`src/rtl/mux2_arb_pkg.sv`:
```
// Shared types and constants for the two-requester mux arbiter.
package mux2_arb_pkg;

  typedef enum logic [1:0] {
    IDLE = 2'd0,
    OWN0 = 2'd1,
    OWN1 = 2'd2
  } arb_state_t;

  localparam int MAX_HOLD_DEFAULT = 8;

endpackage

```
`src/rtl/mux2.sv`:
```
// Single-bit 2:1 multiplexer: y = a when s = 0, b when s = 1.
module mux2 (
  input  logic a,
  input  logic b,
  input  logic s,
  output logic y
);

  // Pure combinational select, no state.
  always_comb begin
    y = s ? b : a;
  end

endmodule

```
`src/rtl/mux2_arbiter.sv`:
```
// Two-requester round-robin arbiter driving a shared WIDTH-bit 2:1 mux.
// Grants, select and round-robin pointer are registered; the data path
// from d0/d1 to z is purely combinational.
// Optional hold timeout is enabled by defining MUX2_ARB_TIMEOUT_EN; the
// default build holds a grant for as long as its owner keeps requesting.
module mux2_arbiter
  import mux2_arb_pkg::*;
#(
  parameter int WIDTH    = 1,
  parameter int MAX_HOLD = MAX_HOLD_DEFAULT
) (
  input  logic             clk,
  input  logic             rst,
  input  logic             req0,
  input  logic             req1,
  input  logic [WIDTH-1:0] d0,
  input  logic [WIDTH-1:0] d1,
  output logic             gnt0,
  output logic             gnt1,
  output logic             sel,
  output logic [WIDTH-1:0] z,
  output logic             z_valid
);

  arb_state_t state_q;
  arb_state_t state_d;
  logic       prio_q;
  logic       sel_q;
  logic       hold_expired;

`ifdef MUX2_ARB_TIMEOUT_EN
  localparam int CNT_W = (MAX_HOLD > 1) ? $clog2(MAX_HOLD) : 1;
  localparam logic [CNT_W-1:0] HOLD_LAST = CNT_W'(MAX_HOLD - 1);

  logic [CNT_W-1:0] cnt_q;

  // Hold counter: cleared on any state change, counts owned cycles, saturates.
  always_ff @(posedge clk) begin
    if (rst) begin
      cnt_q <= '0;
    end else if (state_d != state_q) begin
      cnt_q <= '0;
    end else if (state_q != IDLE && cnt_q != HOLD_LAST) begin
      cnt_q <= cnt_q + 1'b1;
    end
  end

  assign hold_expired = (cnt_q == HOLD_LAST);
`else
  assign hold_expired = 1'b0;
`endif

  // Next-state decision: tie-break by prio in IDLE, hand over directly
  // between owners, and force a hand-over when the hold time is used up.
  always_comb begin
    state_d = state_q;
    case (state_q)
      IDLE: begin
        if (req0 && req1) state_d = prio_q ? OWN1 : OWN0;
        else if (req0)    state_d = OWN0;
        else if (req1)    state_d = OWN1;
      end
      OWN0: begin
        if (hold_expired && req1) state_d = OWN1;
        else if (!req0)           state_d = req1 ? OWN1 : IDLE;
      end
      OWN1: begin
        if (hold_expired && req0) state_d = OWN0;
        else if (!req1)           state_d = req0 ? OWN0 : IDLE;
      end
      default: state_d = IDLE;
    endcase
  end

  // State, round-robin pointer and sticky select register.
  always_ff @(posedge clk) begin
    if (rst) begin
      state_q <= IDLE;
      prio_q  <= 1'b0;
      sel_q   <= 1'b0;
    end else begin
      state_q <= state_d;
      if (state_q == OWN0 && state_d != OWN0) prio_q <= 1'b1;
      if (state_q == OWN1 && state_d != OWN1) prio_q <= 1'b0;
      if (state_d == OWN0)      sel_q <= 1'b0;
      else if (state_d == OWN1) sel_q <= 1'b1;
    end
  end

  assign gnt0    = (state_q == OWN0);
  assign gnt1    = (state_q == OWN1);
  assign z_valid = gnt0 | gnt1;
  assign sel     = sel_q;

  // One mux2 per data bit, all steered by the registered select.
  for (genvar i = 0; i < WIDTH; i++) begin : g_bit
    mux2 u_mux2 (
      .a (d0[i]),
      .b (d1[i]),
      .s (sel_q),
      .y (z[i])
    );
  end

endmodule

```
`config.mk`:
```
export PLATFORM = sky130hd
export DESIGN_NAME = mux2_arbiter
export DESIGN_NICKNAME = d
export VERILOG_FILES = /design/src/rtl/mux2_arb_pkg.sv /design/src/rtl/mux2.sv /design/src/rtl/mux2_arbiter.sv
export SDC_FILE = /design/constraint.sdc
export NUM_CORES = 1
export LEC_CHECK = 0
export ABC_CLOCK_PERIOD_IN_PS = 2280
export BUFFER_PORTS_ARGS = -buffer_cell sky130_fd_sc_hd__buf_2
export CAP_MARGIN = 0
export CELL_PAD_IN_SITES_DETAIL_PLACEMENT = 0
export CELL_PAD_IN_SITES_GLOBAL_PLACEMENT = 1
export CORE_AREA = 2 2 39 41
export CTS_BUF_LIST = sky130_fd_sc_hd__clkbuf_4 sky130_fd_sc_hd__clkbuf_8
export DETAILED_ROUTE_END_ITERATION = 8
export DIE_AREA = 0 0 41 43
export GPL_ROUTABILITY_DRIVEN = 0
export PLACE_DENSITY = 0.69
export SLEW_MARGIN = 30
export SYNTH_ARGS = -nofsm -noshare
export SYNTH_HDL_FRONTEND = slang
export SYNTH_SLANG_ARGS = --single-unit
export TNS_END_PERCENT = 10
```
`constraint.sdc`:
```
create_clock -name clk -period 2.28 [get_ports clk]
set_input_delay 0.228 -clock clk [delete_from_list [all_inputs] [get_ports clk]]
set_output_delay 0.228 -clock clk [all_outputs]
set_load 0.1 [all_outputs]
```
==> metrics.md <==
| Metric | Value |
|---|---|
| Drt initial violations | 4 |
| Vias in the first global route | 287 |
| Starting Density | about a quarter |
| Cts bufs inserted | 3 |
| CP required | 2.05 ns |
| PortBufs | 10 |
| Tcrit/Tclk final | around 73% |
| Max Root-Sink Buffers | 2 |
| Post-synth top flop | dfxtp_1 |
| Hold WC Path Type | in2reg |
| CP startpoint kind | register |
| Worst EP arrival | 1.44 ns |
| Gate Count Post-Synth | 40 |
| Min Clock Period, post-route | about 1.7 ns |
| Synth cell types | 23 |
| DIE WIDTH | 41 um |
| CP endpoint kind | output pin |
| Fill count | 160 |
| Vias per cell | between 4 and 5 |
| Setup TNS | 0 ns |
| Core ar. | 0.00138 mm^2 |
| DR pass1 iterations | 4 |
| Final hold violation count | 0 |
| Mapped cell area | 329 um^2 |
| # rows | 14 |
| H-Tree Level Count | 1 |
| Outcome | completed |
| CTS tree | done |
| WL/cell | ~10 um |
| Most common library cell in the layout ignoring fill and taps | buf_2 |
| Post-route non-filler standard cell count | 69 |
| Crit path max fanout | 6 |
| Max-cap violations | 0 |
| Ports | 11 |
| Routed Wire Length | 682 um |
| Initial antenna violation count | 0 |
| Slowest stage delay, CP | roughly 0.42 ns |
| RSZ-0062 raised after global routing | false |
| Buf/Inv on CP | 2 |
| Maximum vdd ir drop | 0.282 mV |
| Layout cells sized above 1 | 34.0% |
| Syn Area/Cell | slightly above 8 um^2 |
| Critical path class | reg2out |
| Post-synth EDFFs | 0 |
| Total GRT Usage | 10.4% |
| Pleak | 0.000198 uW |
| Crit-path slowest cell | dfxtp_1 |
| Post-synthesis sequential area ratio | 24.3% |
| Worst Skew | 0.00158 ns |
| Crit-path leading delay family | buffers and inverters |
| Total power | 410 uW |
| Diodes inserted | 0 |
| # hold bufs at CTS | 0 |
| DP Cell Count | 66 |
| Final setup viols | 0 |
| Synth warn | 0 |
| Area of the multi-input gates | 230 um^2 |
| Area delta synth->final | 28.1% |
| DR vias | around 320 |
| Asr flop ratio synth | 0% |
| F_max | 0.601 GHz |
| # Post-CTS Setup Buffers | 0 |
| Resize count post-CTS | 0 |
| Syn nets | 50 |
| Pwr Density | 972 mW/mm^2 |
| Nets@finish | 65 |
| CTS root buffer | clkbuf_4 |
| Largest net degree at the start of global routing | 8 |
| HPWL Detailed | 566 um |
| Vert. Die Dim | 43 um |
| Die ar. | 0.00176 mm^2 |
| Most frequent cells in the layout | 10 x buf_2, 4 x inv_1, 4 x ha_1, 4 x dfxtp_1 |
| Clk Latency, worst-skew pair | about 0.23 ns |
| # clock sinks | 4 |
| Relative max-transition margin | 67.8% |
| Global-route wire length before repair | 1190 um |
| Slew Viols, Final | 0 |
| Crit path cell chain | inv_1 -> ha_1 -> buf_2 |
| Clock transition at path regs | 0.04 ns |
| Post-DRT Antenna Nets | 0 |
| Slew @ Worst Pin | around 0.49 ns |
| Register area | 80.1 um^2 |
| Yosys reg bits | 4 |
| Total gr overflow | 0 |
| DRC viols | 0 |
[area by class of cell]
class / instances / share of cell area [%]
Clock buffer: 3 / 5.34
Tap cell: 16 / 4.75
Sequential cell: 4 / 19.0
Timing Repair Buffer: 10 / 11.9
Inverter: 5 / 4.45
Multi-Input combinational cell: 31 / 54.6
[metrics by stage]
step	hold slack (ns)	area, um^2	utilization (%)	setup WS (ns)
global route	0.204	422	30.5	0.533
finish	0.197	422	30.5	0.615
CTS	0.188	422	30.5	0.598
detailed placement	0.436	399	28.8	0.666
global placement	0.438	399	28.8	0.676
floorplan	0.297	329	-	0.260
[where the power goes]
group          total (uW)  internal, uW  switching [uW]
registers            95.8          82.7            13.1
logic                 228          52.9             175
clock network        86.0          58.8            27.2
total                 410           194             215
[metal layers]
layer | track usage [%] | part of all wire [%]
met1 | 12.8 | 48
met2 | 12.2 | 48
met3 | 5.24 | 4.3
met5 | 0 | 0
met4 | 10.0 | 0
[worst paths after layout]
check / from / end / slack, ns / depth (start not counted)
worst min register to register: prio_q$_SDFFE_PP0P_ / prio_q$_SDFFE_PP0P_ / 0.46 / 2
worst min-delay path: rst / sel$_SDFFE_PP0N_ / 0.20 / 2
worst max-delay path: state_q[0]$_SDFF_PP0_ / z_valid / 0.62 / 3
worst max register to register: state_q[0]$_SDFF_PP0_ / prio_q$_SDFFE_PP0P_ / 0.68 / 7
[sequential cells by signal, indices dropped and copies added (netlist names)]
signal	cells
state_q	2
prio_q	1
sel	1
[synth_stat cells, types with 2 or more instances]
| library cell | n | area share [%] |
|---|---|---|
| dfxtp_1 | 4 | 24 |
| ha_1 | 4 | 15 |
| inv_1 | 4 | 4.6 |
| nor2_1 | 3 | 3.4 |
| o21ai_1 | 3 | 4.6 |
| a21oi_1 | 2 | 3.0 |
| and2_1 | 2 | 3.8 |
| nand2b_1 | 2 | 3.8 |
| nand3_1 | 2 | 3.0 |
[logic make-up after synthesis]
family	synth area share, %
AND/OR/NAND/NOR	23.6
multiplexers	3.42
AO/OA/AOI/OAI	27.8
buffers and inverters	5.70
adder cells (fa/ha/maj)	15.2
flip-flops	24.3
Power figures use the tool's default switching activity.
